File: src/rtl/cdr_pkg.sv
// Shared types and helpers for the bang-bang phase detector and its lock monitor.
package cdr_pkg;

    typedef enum logic [1:0] {
        UNLOCKED = 2'd0,
        LOCKING  = 2'd1,
        LOCKED   = 2'd2
    } lock_state_e;

    typedef enum logic [1:0] {
        PD_NONE  = 2'd0,
        PD_EARLY = 2'd1,
        PD_LATE  = 2'd2
    } pd_class_e;

    // Signed vote width: |sum| <= vote_len, plus a sign bit and headroom.
    function automatic int vote_width(input int vote_len);
        return $clog2(vote_len) + 2;
    endfunction

    // Alexander classification of one bit boundary (a = previous bit, t = edge, b = current bit).
    function automatic pd_class_e pd_classify(input logic valid, input logic a,
                                              input logic t, input logic b);
        pd_class_e cls;
        if (!valid || (a == b)) begin
            cls = PD_NONE;
        end else if (t == b) begin
            cls = PD_LATE;
        end else begin
            cls = PD_EARLY;
        end
        return cls;
    endfunction

endpackage

File: src/rtl/cdr_lock_detector.sv
// Window-rate lock FSM: enters lock after LOCK_WINDOWS consecutive quiet windows,
// drops it after UNLOCK_WINDOWS consecutive non-quiet windows.
module cdr_lock_detector
    import cdr_pkg::*;
#(
    parameter int LOCK_WINDOWS   = 4,
    parameter int UNLOCK_WINDOWS = 2
) (
    input  logic clk,
    input  logic rst,
    input  logic win_end,
    input  logic quiet,
    output logic lock
);

    localparam int QW = $clog2(LOCK_WINDOWS + 1);
    localparam int UW = $clog2(UNLOCK_WINDOWS + 1);

    lock_state_e   state_r, state_s;
    logic [QW-1:0] qcnt_r, qcnt_s, qcnt_inc_s;
    logic [UW-1:0] ucnt_r, ucnt_s, ucnt_inc_s;
    logic          lock_r;

    // Next-state and counter update, only evaluated at window boundaries.
    always_comb begin
        state_s    = state_r;
        qcnt_s     = qcnt_r;
        ucnt_s     = ucnt_r;
        qcnt_inc_s = qcnt_r + QW'(1);
        ucnt_inc_s = ucnt_r + UW'(1);
        if (win_end) begin
            case (state_r)
                UNLOCKED: begin
                    if (quiet) begin
                        qcnt_s = QW'(1);
                        state_s = (LOCK_WINDOWS <= 1) ? LOCKED : LOCKING;
                        ucnt_s = UW'(0);
                    end else begin
                        qcnt_s = QW'(0);
                    end
                end
                LOCKING: begin
                    if (!quiet) begin
                        state_s = UNLOCKED;
                        qcnt_s  = QW'(0);
                    end else if (qcnt_inc_s == QW'(LOCK_WINDOWS)) begin
                        state_s = LOCKED;
                        qcnt_s  = QW'(0);
                        ucnt_s  = UW'(0);
                    end else begin
                        qcnt_s = qcnt_inc_s;
                    end
                end
                LOCKED: begin
                    if (quiet) begin
                        ucnt_s = UW'(0);
                    end else if (ucnt_inc_s == UW'(UNLOCK_WINDOWS)) begin
                        state_s = UNLOCKED;
                        ucnt_s  = UW'(0);
                        qcnt_s  = QW'(0);
                    end else begin
                        ucnt_s = ucnt_inc_s;
                    end
                end
                default: begin
                    state_s = UNLOCKED;
                    qcnt_s  = QW'(0);
                    ucnt_s  = UW'(0);
                end
            endcase
        end else begin
            state_s = state_r;
        end
    end

    // State, counters and registered lock flag.
    always_ff @(posedge clk or posedge rst) begin
        if (rst) begin
            state_r <= UNLOCKED;
            qcnt_r  <= QW'(0);
            ucnt_r  <= UW'(0);
            lock_r  <= 1'b0;
        end else begin
            state_r <= state_s;
            qcnt_r  <= qcnt_s;
            ucnt_r  <= ucnt_s;
            lock_r  <= (state_s == LOCKED);
        end
    end

    assign lock = lock_r;

endmodule

File: src/rtl/bb_phase_detector_voter.sv
// Alexander bang-bang phase detector with majority-vote decimation into
// single-cycle Up/Dn pulses, plus no-transition and lock monitoring.
module bb_phase_detector_voter
    import cdr_pkg::*;
#(
    parameter int VOTE_LEN       = 8,
    parameter int THRESH         = 2,
    parameter int MIN_TRANS      = 2,
    parameter int LOCK_WINDOWS   = 4,
    parameter int UNLOCK_WINDOWS = 2
) (
    input  logic                                    clk,
    input  logic                                    rst,
    input  logic                                    en,
    input  logic                                    data_smp,
    input  logic                                    edge_smp,
    output logic                                    Up,
    output logic                                    Dn,
    output logic signed [vote_width(VOTE_LEN)-1:0]  net_vote,
    output logic                                    no_trans,
    output logic                                    lock
);

    localparam int VW = vote_width(VOTE_LEN);
    localparam int CW = (VOTE_LEN > 1) ? $clog2(VOTE_LEN) : 1;
    localparam int TW = $clog2(VOTE_LEN) + 1;
    localparam logic signed [VW-1:0] THR_P = VW'(THRESH);
    localparam logic signed [VW-1:0] THR_N = VW'(-THRESH);

    logic [CW-1:0]          cnt_r;
    logic signed [VW-1:0]   acc_r;
    logic [TW-1:0]          trans_r;
    logic                   prev_data_r;
    logic                   prev_valid_r;
    logic                   up_r, dn_r, no_trans_r;
    logic signed [VW-1:0]   net_vote_r;

    pd_class_e              cls_s;
    logic signed [VW-1:0]   contrib_s;
    logic signed [VW-1:0]   sum_s;
    logic [TW-1:0]          trans_total_s;
    logic                   win_end_s;
    logic                   quiet_s;

    // Classify this boundary and form the window totals including it.
    always_comb begin
        cls_s = pd_classify(prev_valid_r, prev_data_r, edge_smp, data_smp);
        case (cls_s)
            PD_LATE:  contrib_s = VW'(1);
            PD_EARLY: contrib_s = VW'(-1);
            default:  contrib_s = VW'(0);
        endcase
        sum_s         = acc_r + contrib_s;
        trans_total_s = trans_r + ((cls_s != PD_NONE) ? TW'(1) : TW'(0));
        win_end_s     = en && (cnt_r == CW'(VOTE_LEN - 1));
        quiet_s       = (sum_s < THR_P) && (sum_s > THR_N) &&
                        (trans_total_s >= TW'(MIN_TRANS));
    end

    // Window counter, accumulator, transition count and previous-bit history.
    always_ff @(posedge clk or posedge rst) begin
        if (rst) begin
            cnt_r        <= CW'(0);
            acc_r        <= VW'(0);
            trans_r      <= TW'(0);
            prev_data_r  <= 1'b0;
            prev_valid_r <= 1'b0;
        end else if (en) begin
            prev_data_r  <= data_smp;
            prev_valid_r <= 1'b1;
            if (win_end_s) begin
                cnt_r   <= CW'(0);
                acc_r   <= VW'(0);
                trans_r <= TW'(0);
            end else begin
                cnt_r   <= cnt_r + CW'(1);
                acc_r   <= sum_s;
                trans_r <= trans_total_s;
            end
        end else begin
            prev_valid_r <= 1'b0;
        end
    end

    // Window-end decision outputs; Up/Dn fall back to 0 on every other cycle.
    always_ff @(posedge clk or posedge rst) begin
        if (rst) begin
            up_r       <= 1'b0;
            dn_r       <= 1'b0;
            net_vote_r <= VW'(0);
            no_trans_r <= 1'b0;
        end else if (win_end_s) begin
            up_r       <= (sum_s >= THR_P);
            dn_r       <= (sum_s <= THR_N);
            net_vote_r <= sum_s;
            no_trans_r <= (trans_total_s == TW'(0));
        end else begin
            up_r <= 1'b0;
            dn_r <= 1'b0;
        end
    end

    cdr_lock_detector #(
        .LOCK_WINDOWS   (LOCK_WINDOWS),
        .UNLOCK_WINDOWS (UNLOCK_WINDOWS)
    ) u_lock (
        .clk     (clk),
        .rst     (rst),
        .win_end (win_end_s),
        .quiet   (quiet_s),
        .lock    (lock)
    );

    assign Up       = up_r;
    assign Dn       = dn_r;
    assign net_vote = net_vote_r;
    assign no_trans = no_trans_r;

endmodule

File: config.mk
export PLATFORM = sky130hd
export DESIGN_NAME = bb_phase_detector_voter
export DESIGN_NICKNAME = d
export VERILOG_FILES = /design/src/rtl/cdr_pkg.sv /design/src/rtl/cdr_lock_detector.sv /design/src/rtl/bb_phase_detector_voter.sv
export SDC_FILE = /design/constraint.sdc
export NUM_CORES = 1
export LEC_CHECK = 0
export BUFFER_PORTS_ARGS = -buffer_cell sky130_fd_sc_hd__buf_2
export CAP_MARGIN = 30
export CELL_PAD_IN_SITES_DETAIL_PLACEMENT = 1
export CELL_PAD_IN_SITES_GLOBAL_PLACEMENT = 1
export CORE_MARGIN = 1.5
export CORE_UTILIZATION = 44
export CTS_CLUSTER_DIAMETER = 60
export DETAILED_ROUTE_END_ITERATION = 7
export PLACE_DENSITY_LB_ADDON = 0.15
export SYNTH_ARGS = -nofsm -noshare
export SYNTH_HDL_FRONTEND = slang
export SYNTH_SLANG_ARGS = --single-unit
File: constraint.sdc
create_clock -name clk -period 4.6 [get_ports clk]
set_input_delay 0.92 -clock clk [delete_from_list [all_inputs] [get_ports clk]]
set_output_delay 0.92 -clock clk [all_outputs]
set_load 0.005 [all_outputs]
# Word-level counts from Yosys, hierarchy flattened
# Index checks and enable logic that the tools add are counted.
[classes]
add_sub_neg = 5
order_cmp = 5
eq_ne = 15
muxes = 29
n_reduce_logical = 10
[op_table]
columns = ["cell", "n"]
rows = [
  ["$mux W2", 13],
  ["$mux W3", 5],
  ["$pmux W2 S3", 2],
  ["$pmux W5 S2", 1],
  ["$pmux W3 S3", 1],
  ["$eq A2 B2 Y1 const B", 4],
  ["$ne A2 B1 Y1 const B", 4],
  ["$add A3 B1 Y3 const B", 2],
  ["$eq A3 B3 Y1 const B", 2],
  ["$add A5 B5 Y5", 1],
  ["$ge A5 B3 Y1 const B", 1],
  ["$gt A5 B2 Y1 const B", 1],
  ["$le A5 B2 Y1 const B", 1],
  ["$lt A5 B3 Y1 const B", 1],
  ["$mux W1", 5],
  ["$mux W5", 1],
  ["$add A4 B1 Y4", 1],
  ["$eq A2 B1 Y1 const B", 2],
  ["$ge A4 B2 Y1 const B", 1],
  ["$logic_not A4 Y1", 1],
  ["$mux W4", 1],
  ["$reduce_and A4 Y1", 1],
  ["$logic_and A1 B1 Y1", 3],
  ["$reduce_and A3 Y1", 1],
  ["7 further kinds", 8],
]
[word_totals]
reg_bits = 30
in_bits = 5
output_inout_bits = 9
wordCells = 77

# Logic depth before layout (Yosys ltp)
# Gate-level depths: netlist of run 1.
[logic_depth]
ltp_word = 13
depth_mapped = 14
mapped_depth_nobuf = 14

# Cells and area by module
# From an unflattened synthesis of run 1, not the netlist that was laid out.
[hier_totals]
cells_unflattened = 158
hier_area_um2 = 1692.9
[by_module_without_submodules]
columns = ["mod", "n_inst", "cells_per_inst", "area_each_um2", "seq_area_each_um2"]
rows = [
  ["bb_phase_detector_voter", 1, 107, 1181.1, 550.5],
  ["cdr_lock_detector", 1, 51, 511.7, 200.2],
]

# Least setup slack after synthesis of run 1
# Ideal clock, no wire load.
[synth_path]
kind = "input to register"
from = "in data_smp"
to = "reg u_lock.qcnt_r[2]"
setup_time_ns = 0.126
t_arrival_ns = 3.907
t_required_ns = 4.474
slack_ns = 0.567
cell_stages = 12
path_buffers = 0
cell_sequence = "and2b_1 a31oi_2 ha_1 ha_1 fa_1 a211o_1 and3_4 o21a_2 o21ba_1 o2111a_1 a311o_1 a221o_1"
[synth_between]
elab_chain_len = 11
elab_cells_between_ends = 21
cone_classes = "2 x add/sub; 3 x order compare; 5 x eq/ne; 6 x mux; 5 x reduce/logical"
[synth_lines]
columns = ["element", "line", "source"]
rows = [
  ["start: declaration", "bb_phase_detector_voter.sv:15", "input logic data_smp,"],
  ["$eq A1 B1 Y1 (on tied branches)", "cdr_pkg.sv:27, cdr_pkg.sv:25", ""],
  ["$mux W2 or $logic_or A1 B1 Y1 (tied branches)", "cdr_pkg.sv:27, cdr_pkg.sv:25", ""],
  ["$mux W2 *", "cdr_pkg.sv:25", "if (!valid || (a == b)) begin"],
  ["$eq A2 B1 Y1 or $eq A2 B2 Y1 (tied branches)", "bb_phase_detector_voter.sv:48", "case (cls_s)"],
  ["$pmux W5 S2", "bb_phase_detector_voter.sv:48", ""],
  ["$add A5 B5 Y5", "bb_phase_detector_voter.sv:53", "sum_s = acc_r + contrib_s;"],
  ["$lt A5 B3 Y1 or $gt A5 B2 Y1 (tied branches)", "bb_phase_detector_voter.sv:56", "quiet_s = (sum_s < THR_P) && (sum_s > THR_N) &&"],
  ["$logic_and A1 B1 Y1", "bb_phase_detector_voter.sv:56", ""],
  ["$logic_and A1 B1 Y1 *", "bb_phase_detector_voter.sv:56", ""],
  ["$mux W3 or $ne A2 B2 Y1 (tied branches)", "-", ""],
  ["$pmux W3 S3 or $reduce_and A3 Y1 (tied branches)", "-", ""],
  ["end signal: assignment", "cdr_lock_detector.sv:85", "qcnt_r <= qcnt_s;"],
  ["end: declaration", "cdr_lock_detector.sv:20", "logic [QW-1:0] qcnt_r, qcnt_s, qcnt_inc_s;"],
]
# Every way passes the cells marked *; elsewhere a longest branch is shown, timed or not.
# A chain may end at the register's enable or synchronous reset.

# Worst setup path after layout of run 1
[layout_path]
from = "in edge_smp"
to = "reg u_lock.qcnt_r[2]"
[layout_between]
elab_chain_len = 11
elab_cells_between_ends = 19
cone_classes = "2 x add/sub; 3 x order compare; 4 x eq/ne; 6 x mux; 4 x reduce/logical"
[layout_lines]
columns = ["element", "line", "source"]
rows = [
  ["start: declaration", "bb_phase_detector_voter.sv:16", "input logic edge_smp,"],
  ["$eq A1 B1 Y1 *", "cdr_pkg.sv:27", "end else if (t == b) begin"],
  ["$mux W2 *", "cdr_pkg.sv:27", ""],
  ["$mux W2 *", "cdr_pkg.sv:25", ""],
  ["$eq A2 B1 Y1 or $eq A2 B2 Y1 (tied branches)", "bb_phase_detector_voter.sv:48", ""],
  ["$pmux W5 S2", "bb_phase_detector_voter.sv:48", ""],
  ["$add A5 B5 Y5", "bb_phase_detector_voter.sv:53", ""],
  ["$lt A5 B3 Y1 or $gt A5 B2 Y1 (tied branches)", "bb_phase_detector_voter.sv:56", ""],
  ["$logic_and A1 B1 Y1", "bb_phase_detector_voter.sv:56", ""],
  ["$logic_and A1 B1 Y1 *", "bb_phase_detector_voter.sv:56", ""],
  ["$mux W3 or $ne A2 B2 Y1 (tied branches)", "-", ""],
  ["$pmux W3 S3 or $reduce_and A3 Y1 (tied branches)", "-", ""],
]
# Marks and branches as above.

==> results of run 1 <==
## layer usage
| metal | routed length (µm) | share of wire, % |
|---|---|---|
| met5 | 0 | 0 |
| met4 | 95 | 2.7 |
| met3 | 71 | 2.0 |
| met2 | 1745 | 49 |
| met1 | 1632 | 46 |
## report_power, final
group	internal, mW	switching, mW
Sequential	0.346	0.0569
Clock	0.151	0.101
Combinational	0.158	0.193
## placed cells by master (no fill, tap or decap), types with 2 or more instances in the layout
cell type  synthesis  final
nand2b_1           4      4
ha_1              11     11
a22o_1             5      5
or2_2              2      2
nand3_1            3      3
o31ai_1            3      3
o2bb2ai_1          6      6
clkbuf_8           0      8
nor2_1             8      8
a221o_1            2      2
a21oi_1            5      5
nand2_1           19     19
o22ai_1            3      3
dfrtp_1           30     30
inv_1              6      6
buf_2              0     13
nor3b_1            2      2
o21a_1             2      2
o21ai_0            9      9
nor2b_1            2      2
and3_1             2      2
mux2_2             4      4
## logic make-up (layout without fill, tap and decap cells)
kind of cell             after synthesis  count (layout)  synth area share [%]
AND/OR/NAND/NOR                       51              51                 16.96
AO/OA/AOI/OAI                         45              45                 20.63
flip-flops                            30              30                 45.84
adder cells (fa/ha/maj)               12              12                 9.626
buffers and inverters                 11              30                 2.520
multiplexers                           5               5                 3.361
XOR/XNOR                               2               2                 1.070
## registers in the layout, summed over array words and instances (netlist names)
signal,count
u_lock.qcnt_r,3
u_lock.ucnt_r,2
cnt_r,3
Dn,1
no_trans,1
trans_r,4
Up,1
acc_r,5
prev_data_r,1
u_lock.lock,1
net_vote,5
u_lock.state_r,2
prev_valid_r,1
## final timing paths
check                             from               end  slack, ns
max reg2reg                prev_data_r  u_lock.qcnt_r[2]       0.92
min reg2reg                net_vote[2]       net_vote[2]       0.48
min in group asynchronous          rst          cnt_r[1]       0.69
max in group asynchronous          rst          acc_r[4]       3.62
min                        net_vote[2]       net_vote[2]       0.48
max                           edge_smp  u_lock.qcnt_r[2]       0.57
## worst register-to-register path, cell delays in order, from the launching register on
cell and delay, ns:
dfrtp_1 0.40, and2b_1 0.19, a31oi_2 0.24, ha_1 0.28
ha_1 0.21, fa_1 0.44, a211o_1 0.33, and3_4 0.18
o21a_2 0.21, o21ba_1 0.19, o2111a_1 0.22, a311o_1 0.36
a221o_1 0.30
## final cells by class
class / instances / area, µm² / area share, %
clock buffer: 8 / 110.1 / 5.898
inverter: 8 / 30.03 / 1.609
multi-input combinational: 115 / 845.8 / 45.31
sequential: 30 / 750.7 / 40.21
tap: 46 / 57.56 / 3.083
timing repair buffer: 14 / 72.57 / 3.887
==> out/qor.yml, run 1 <==
power:
  power_density_nw_per_um2: 538.7
  peakVddDrop_uv: 228.3
  power_mw: 1.006
  p_leak_nw: 0.9142
sta:
  hold_viol_final: 0
  rsz0062_at_grt: "false"
  post-route-min-period_ns: 4.029
  whs_ns: 0.4848
  slew_viol_final: 0
  slew_headroom_pct: 68.06
  min_period_over_period_pct: 87.59
  setup-tns-final_ns: 0
  setup_violations: 0
  finClkSkew_ns: 0.003876
  worst_slack_ns: 0.5710
  tightest_slew_ns: 0.4780
  fmax_ghz: 0.2482
grt:
  antenna_found_initial: 0
  grt_use_met3_pct: 3.169
  gr-total-overflow: 0
  use_met2_pct: 34.11
  busiest_layer: "met2"
  grt_pass1_vias: 1369
  track_usage_pct: 20.25
  grt_use_met1_pct: 24.52
  grt_max_degree: 31
  grt_pass1_wl_mm: 6.285
place:
  pre_cts_ws_ns: 0.2588
  dpl.cell_count: 213
  place_area_um2: 1757
  globalplace.congestion: 0.7392
  portBuffers: 13
  hpwlAfterDp_mm: 2.600
yosys:
  ys.flop_type: "dfrtp_1"
  synth_most_common_cell: "dfrtp_1"
  netlist_area_um2: 1638
  synth_cells: 156
  synth-async-reset-ratio_pct: 100.0
  syn_nets: 173
  synth_common_cells: "30 x dfrtp_1, 19 x nand2_1, 11 x ha_1, 9 x o21ai_0, 8 x nor2_1"
  netlist_top_cells_area: "dfrtp_1 46%, ha_1 8.4%, nand2_1 4.4%, o2bb2ai_1 3.2%, o21ai_0 2.8%"
  synth_cell_type_count: 46
  syn_avg_cell_area_um2: 10.50
  ys_ff_latch: 30
  ys_seq_area_share_pct: 45.84
  ys_warn_count: 0
  yosysTopAreaCellShare_pct: 45.84
  synth_largest_area_cell: "dfrtp_1"
  synth_edf_count: 0
critical_path:
  crit_chain: "buf_2 > and4bb_1 > a31oi_2 > ha_1 > ha_1 > fa_1 > a211o_1 > and3_4 > o21a_2 > o21ba_1 > o2111a_1 > a311o_1 > a221o_1"
  crit_cells: 13
  cp-start-kind: "input port"
  cp_common_cell: "ha_1"
  slowest_stage: "fa_1"
  max_stage_delay_ns: 0.44
  crit_fanout: 4
  rr_worst_depth: 12
  crit_required_ns: 4.77
  crit_path_end_kind: "flop"
  cp_top_family: "compound AO/OA/AOI/OAI gates"
  criticalPathCategory: "input port to flop"
  arrival_ns: 4.20
  worst-path-buf-inv: 1
routing:
  dr.pass1.iters: 2
  drtIter0Drc: 43
  route.detailed.drc: 0
  dr_total_vias: 1233
  vias_per_cell: 5.579
  wl_per_cell_um: 16.04
  drt-total-wl_mm: 3.544
  ant_nets: 0
die:
  io_pins: 14
  coreArea_um2: 3442
  initial_utilization_pct: 47.58
  rows: 21
  fp.dieW_um: 64.01
  die_h_um: 64.01
  die_area_um2: 4097
clock_network:
  clk_pin_slew_worst_paths_ns: 0.06
  cts.sinks: 30
  ctsResizeCount: 0
  postCtsHoldBufs: 0
  cts_tree: "done"
  clkLatencyLatePin_ns: 0.29
  cts.root.buffer_cell: "clkbuf_8"
  cts_htree_levels: 2
  numCtsBuffers: 5
  postCtsSetupBuffers: 0
  clk_path_buf_depth: 2
status:
  status: "complete, no violations"
final_layout:
  antenna_cells: 0
  fin_area_um2: 1867
  nets: 191
  fin_util_pct: 54.23
  fin_cells: 221
  syn_to_final_growth_pct: 13.98
  fill_cells: 382
  layout-drive-gt1-share_pct: 20.57
job:
  cap_violations: 0
hold_path:
  min_path_cells: 2
  hold_class: "flop to flop"
(Power assumes the default switching activity.)
==> run 2: changes to the inputs <==
--- a/config.mk
+++ b/config.mk
@@ -9,11 +9,12 @@
 export CAP_MARGIN = 30
 export CELL_PAD_IN_SITES_DETAIL_PLACEMENT = 1
 export CELL_PAD_IN_SITES_GLOBAL_PLACEMENT = 1
+export CORE_ASPECT_RATIO = 2
 export CORE_MARGIN = 1.5
 export CORE_UTILIZATION = 44
 export CTS_CLUSTER_DIAMETER = 60
 export DETAILED_ROUTE_END_ITERATION = 7
-export PLACE_DENSITY_LB_ADDON = 0.15
+export PLACE_DENSITY_LB_ADDON = 0.1
 export SYNTH_ARGS = -nofsm -noshare
 export SYNTH_HDL_FRONTEND = slang
 export SYNTH_SLANG_ARGS = --single-unit
==> run 2 against run 1 <==
Net effect:
- worst setup slack worse by 0.048 ns
- sequential share of layout area is 0.22 points higher
- clock power is 23% lower
- die area is 0.54% higher
- core utilization is 2.8 points lower
- sequential power hardly changed
- wire length is 7.3% higher
- hold slack worse by 0.013 ns
- highest routed layer unchanged
==> out/qor.yml, run 2 (synthesized netlist as in run 1, its figures left out) <==
critical_path:
  crit_start: "data_smp"
  max_stage_delay_ns: 0.44
  cp_common_cell: "ha_1"
  criticalPathCategory: "input port to flop"
  crit_path_end: "u_lock.qcnt_r[2]"
  arrival_ns: 4.23
  reg2reg_from: "prev_data_r"
  rrSetupSlack_ns: 0.89
  crit_path_end_kind: "flop"
  slowest_stage: "fa_1"
  cp-start-kind: "input port"
  r2r_end: "u_lock.qcnt_r[2]"
  rr_worst_depth: 12
  crit_fanout: 4
  crit_chain: "buf_2 > and2b_1 > o2bb2ai_1 > nand2_1 > ha_1 > ha_1 > fa_1 > a211o_1 > and3_4 > o21a_2 > o21ba_1 > o2111a_1 > a311o_1 > a221o_1"
  crit_required_ns: 4.76
power:
  peakVddDrop_uv: 258.4
  power_mw: 0.9612
  p_leak_nw: 0.9029
  power_density_nw_per_um2: 517.7
place:
  pre_cts_ws_ns: 0.2438
  dpl.cell_count: 216
  portBuffers: 13
  globalplace.congestion: 0.8439
  hpwlAfterDp_mm: 2.999
grt:
  antenna_found_initial: 0
  gr-total-overflow: 0
  grt_pass1_wl_mm: 6.265
  grt_max_degree: 23
  track_usage_pct: 21.49
  grt_pass1_vias: 1399
sta:
  slew_headroom_pct: 69.59
  setup_violations: 0
  fmax_ghz: 0.2453
  hold_viol_final: 0
  tightest_slew_ns: 0.4551
  setup-tns-final_ns: 0
  worst_slack_ns: 0.5229
  post-route-min-period_ns: 4.077
  finClkSkew_ns: 0.002757
  min_period_over_period_pct: 88.63
  rsz0062_at_grt: "false"
  slew_viol_final: 0
final_layout:
  fill_cells: 433
  final_common_cell: "dfrtp_1"
  fin_cells: 223
  fin_util_pct: 51.47
  nets: 191
  syn_to_final_growth_pct: 13.37
  final_cell_mix: "30 x dfrtp_1, 19 x nand2_1, 13 x buf_2, 11 x ha_1, 9 x o21ai_0"
  antenna_cells: 0
  layout-drive-gt1-share_pct: 18.97
clock_network:
  cts.sinks: 30
  cts_tree: "done"
  ctsResizeCount: 0
  numCtsBuffers: 5
  clk_path_buf_depth: 2
  cts.root.buffer_cell: "clkbuf_8"
  postCtsHoldBufs: 0
  clkLatencyLatePin_ns: 0.27
  postCtsSetupBuffers: 0
  cts_htree_levels: 2
  clk_pin_slew_worst_paths_ns: 0.06
routing:
  drt-total-wl_mm: 3.804
  wl_met3_um: 70
  wl_per_cell_um: 17.06
  drtIter0Drc: 8
  top_layer: "met4"
  route.detailed.drc: 0
  dr_total_vias: 1283
  m1WireLength_mm: 1.324
  wl_met2_mm: 2.308
  vias_per_cell: 5.753
  ant_nets: 0
  dr.pass1.iters: 3
die:
  initial_utilization_pct: 45.40
  coreArea_um2: 3607
  rows: 31
  die_area_um2: 4119
  fp.dieW_um: 46.14
  io_pins: 14
  die_h_um: 89.28
hold_path:
  hold_class: "flop to flop"
  min_path_cells: 2
status:
  status: "complete, no violations"
job:
  cap_violations: 0
==> run 2: changes by cell type in the layout (fill, tap and decap cells not counted), sizes merged <==
cell and change:
clkbuf -1
==> run 2: final cells by class <==
type | count | area, µm² | area share, %
Timing Repair Buffer | 14 | 92.59 | 4.987
Sequential cell | 30 | 750.7 | 40.43
Inverter | 8 | 30.03 | 1.617
Clock buffer | 7 | 76.32 | 4.111
Multi-Input combinational cell | 115 | 845.8 | 45.55
Tap cell | 49 | 61.31 | 3.302
==> run 2: worst min path at each step <==
stage                     start     endpoint  slack [ns]
floorplan              cnt_r[0]     cnt_r[0]        0.46
global placement    net_vote[4]  net_vote[4]        0.46
detailed placement  net_vote[4]  net_vote[4]        0.46
CTS                 net_vote[4]  net_vote[4]        0.48
global route        net_vote[4]  net_vote[4]        0.51
finish              net_vote[4]  net_vote[4]        0.47
==> run 2: metrics by stage <==
stage          hold WS (ns)  instance area, µm²
2_1_floorplan        0.4573                1638
3_3_place_gp         0.4619                1753
3_5_place_dp         0.4644                1780
4_1_cts              0.4789                1857
5_1_grt              0.5091                1857
6_report             0.4722                1857
==> run 2: metal layers <==
metal	track usage [%]	up-vias
li1	-	602
met1	20.13	661
met2	41.16	13
met3	4.040	7
met4	10.13	0
met5	0	-
==> run 2: where the power goes <==
part           leakage [nW]  switching (mW)  internal (mW)  total, mW
clock                0.0383          0.0897          0.104      0.194
sequential            0.385          0.0601          0.346      0.406
combinational         0.480           0.200          0.162      0.362
total                 0.903           0.349          0.612      0.961
==> run 2: critical path, delay by kind of cell <==
| family | cells | cell delay (ns) |
|---|---|---|
| adders and majority gates | 3 | 0.93 |
| and+or+nand+nor | 3 | 0.49 |
| buffers and inverters | 1 | 0.12 |
| AOI/OAI and AO/OA | 7 | 1.78 |
==> run 3: changes to the inputs <==
--- a/config.mk
+++ b/config.mk
@@ -12,8 +12,10 @@
 export CORE_ASPECT_RATIO = 2
 export CORE_MARGIN = 1.5
 export CORE_UTILIZATION = 44
+export CTS_BUF_LIST = sky130_fd_sc_hd__clkbuf_2
 export CTS_CLUSTER_DIAMETER = 60
 export DETAILED_ROUTE_END_ITERATION = 7
+export GPL_ROUTABILITY_DRIVEN = 0
 export PLACE_DENSITY_LB_ADDON = 0.1
 export SYNTH_ARGS = -nofsm -noshare
 export SYNTH_HDL_FRONTEND = slang
==> run 3 against run 2 <==
Net effect:
- cell count is the same
- worst setup slack better by 0.084 ns
- fmax rose by 2.1%
- critical path type unchanged
==> out/qor.yml, run 3 (synthesized netlist as in run 1, its figures left out) <==
critical_path:
  worst-path-buf-inv: 1
  crit_chain: "buf_2 > and2b_1 > o2bb2ai_1 > nand2_1 > ha_1 > ha_1 > fa_1 > a211o_1 > and3_4 > o21a_2 > o21ba_1 > o2111a_1 > a311o_1 > a221o_1"
  arrival_ns: 4.24
  rrSetupSlack_ns: 0.88
  cp_top_family: "compound AO/OA/AOI/OAI gates"
  slowest_stage: "fa_1"
  crit_fanout: 4
  criticalPathCategory: "input port to flop"
  crit_required_ns: 4.84
  crit_path_end_kind: "flop"
  cp-start-kind: "input port"
  rr_worst_depth: 12
  max_stage_delay_ns: 0.44
  cp_common_cell: "ha_1"
  reg2reg_from: "prev_data_r"
  r2r_end: "u_lock.qcnt_r[2]"
clock_network:
  postCtsSetupBuffers: 0
  numCtsBuffers: 5
  postCtsHoldBufs: 0
  cts_htree_levels: 2
  clk_path_buf_depth: 2
  cts.root.buffer_cell: "clkbuf_2"
  cts_tree: "done"
  clk_pin_slew_worst_paths_ns: 0.14
  clkLatencyLatePin_ns: 0.35
  ctsResizeCount: 0
  cts.sinks: 30
die:
  rows: 31
  die_h_um: 89.28
  die_area_um2: 4119
  fp.dieW_um: 46.14
  coreArea_um2: 3607
  initial_utilization_pct: 45.40
  io_pins: 14
final_layout:
  final_common_cell: "dfrtp_1"
  nets: 191
  layout-drive-gt1-share_pct: 20.11
  final_cell_mix: "30 x dfrtp_1, 19 x nand2_1, 13 x buf_2, 11 x ha_1, 9 x o21ai_0"
  fill_cells: 441
  antenna_cells: 0
  multi_input_area_um2: 845.8
  fin_cells: 223
  syn_to_final_growth_pct: 10.85
  seq_area_um2: 750.7
place:
  dpl.cell_count: 216
  portBuffers: 13
  hpwlAfterDp_mm: 2.999
sta:
  setup-tns-final_ns: 0
  hold_viol_final: 0
  finClkSkew_ns: 0.01403
  rsz0062_at_grt: "false"
  post-route-min-period_ns: 3.993
  setup_violations: 0
  fmax_ghz: 0.2504
  slew_headroom_pct: 69.81
  tightest_slew_ns: 0.4517
  slew_viol_final: 0
  min_period_over_period_pct: 86.81
routing:
  ant_nets: 0
  dr.pass1.iters: 4
  route.detailed.drc: 0
  dr_total_vias: 1278
  wl_per_cell_um: 16.89
  drt-total-wl_mm: 3.767
  vias_per_cell: 5.731
  drtIter0Drc: 16
grt:
  track_usage_pct: 21.37
  grt_pass1_wl_mm: 6.299
  gr-total-overflow: 0
  grt_pass1_vias: 1407
  antenna_found_initial: 0
  grt_max_degree: 23
power:
  power_density_nw_per_um2: 490.1
  peakVddDrop_uv: 209.7
  p_leak_nw: 0.8936
hold_path:
  holdPathEnd: "net_vote[4]"
  min_path_cells: 2
  hold_class: "flop to flop"
  hp-start: "net_vote[4]"
status:
  status: "complete, no violations"
job:
  cap_violations: 0
==> run 3: cell types whose count changed in the layout (fill, tap and decap cells not counted) <==
cell	change
clkbuf_1	-2
clkbuf_8	-5
clkbuf_2	+7
==> run 3: worst min-delay path, delay by kind of cell, from the launching register on <==
family,cells,cell delay [ns]
flip-flops,1,0.36
AO/OA/AOI/OAI,1,0.06
AND/OR/NAND/NOR,1,0.04
==> run 3: layer usage <==
metal | vias up | global-route usage, % | wire (µm)
met5 | - | 0 | 0
met4 | 0 | 10.13 | 104
met3 | 7 | 3.434 | 61
met2 | 18 | 40.78 | 2254
met1 | 652 | 20.51 | 1346
li1 | 601 | - | -
==> run 3: per-stage QoR <==
step / setup slack (ns) / hold WS (ns) / instance area (µm²) / util, % / power [mW]
2_1_floorplan: 0.5673 / 0.4573 / 1638 / - / 0.6535
5_1_grt: 0.5078 / 0.5317 / 1815 / 50.33 / 0.9632
4_1_cts: 0.6408 / 0.4988 / 1815 / 50.33 / 0.9045
3_3_place_gp: 0.3774 / 0.4619 / 1753 / 48.60 / 0.7516
6_report: 0.6069 / 0.4893 / 1815 / 50.33 / 0.8897
3_5_place_dp: 0.2438 / 0.4644 / 1780 / 49.36 / 0.7784
==> run 3: final cells by class <==
class,count,area share [%]
inverter,8,1.654
tap,49,3.377
sequential,30,41.35
multi-input combinational,115,46.59
timing repair buffer,14,5.100
clock buffer,7,1.930
==> run 3: worst max-delay path by stage <==
| stage | endpoint | cells past startpoint | startpoint |
|---|---|---|---|
| floorplan | u_lock.qcnt_r[2] | 12 | data_smp |
| global placement | u_lock.qcnt_r[2] | 13 | edge_smp |
| detailed placement | u_lock.qcnt_r[2] | 13 | data_smp |
| CTS | u_lock.qcnt_r[2] | 14 | data_smp |
| global route | u_lock.qcnt_r[2] | 14 | data_smp |
| finish | u_lock.qcnt_r[2] | 14 | data_smp |
==> run 3: power by group <==
part           internal [mW]  switching (mW)  total, mW
Sequential             0.344          0.0601      0.404
Clock                 0.0396          0.0848      0.124
Combinational          0.162           0.199      0.361
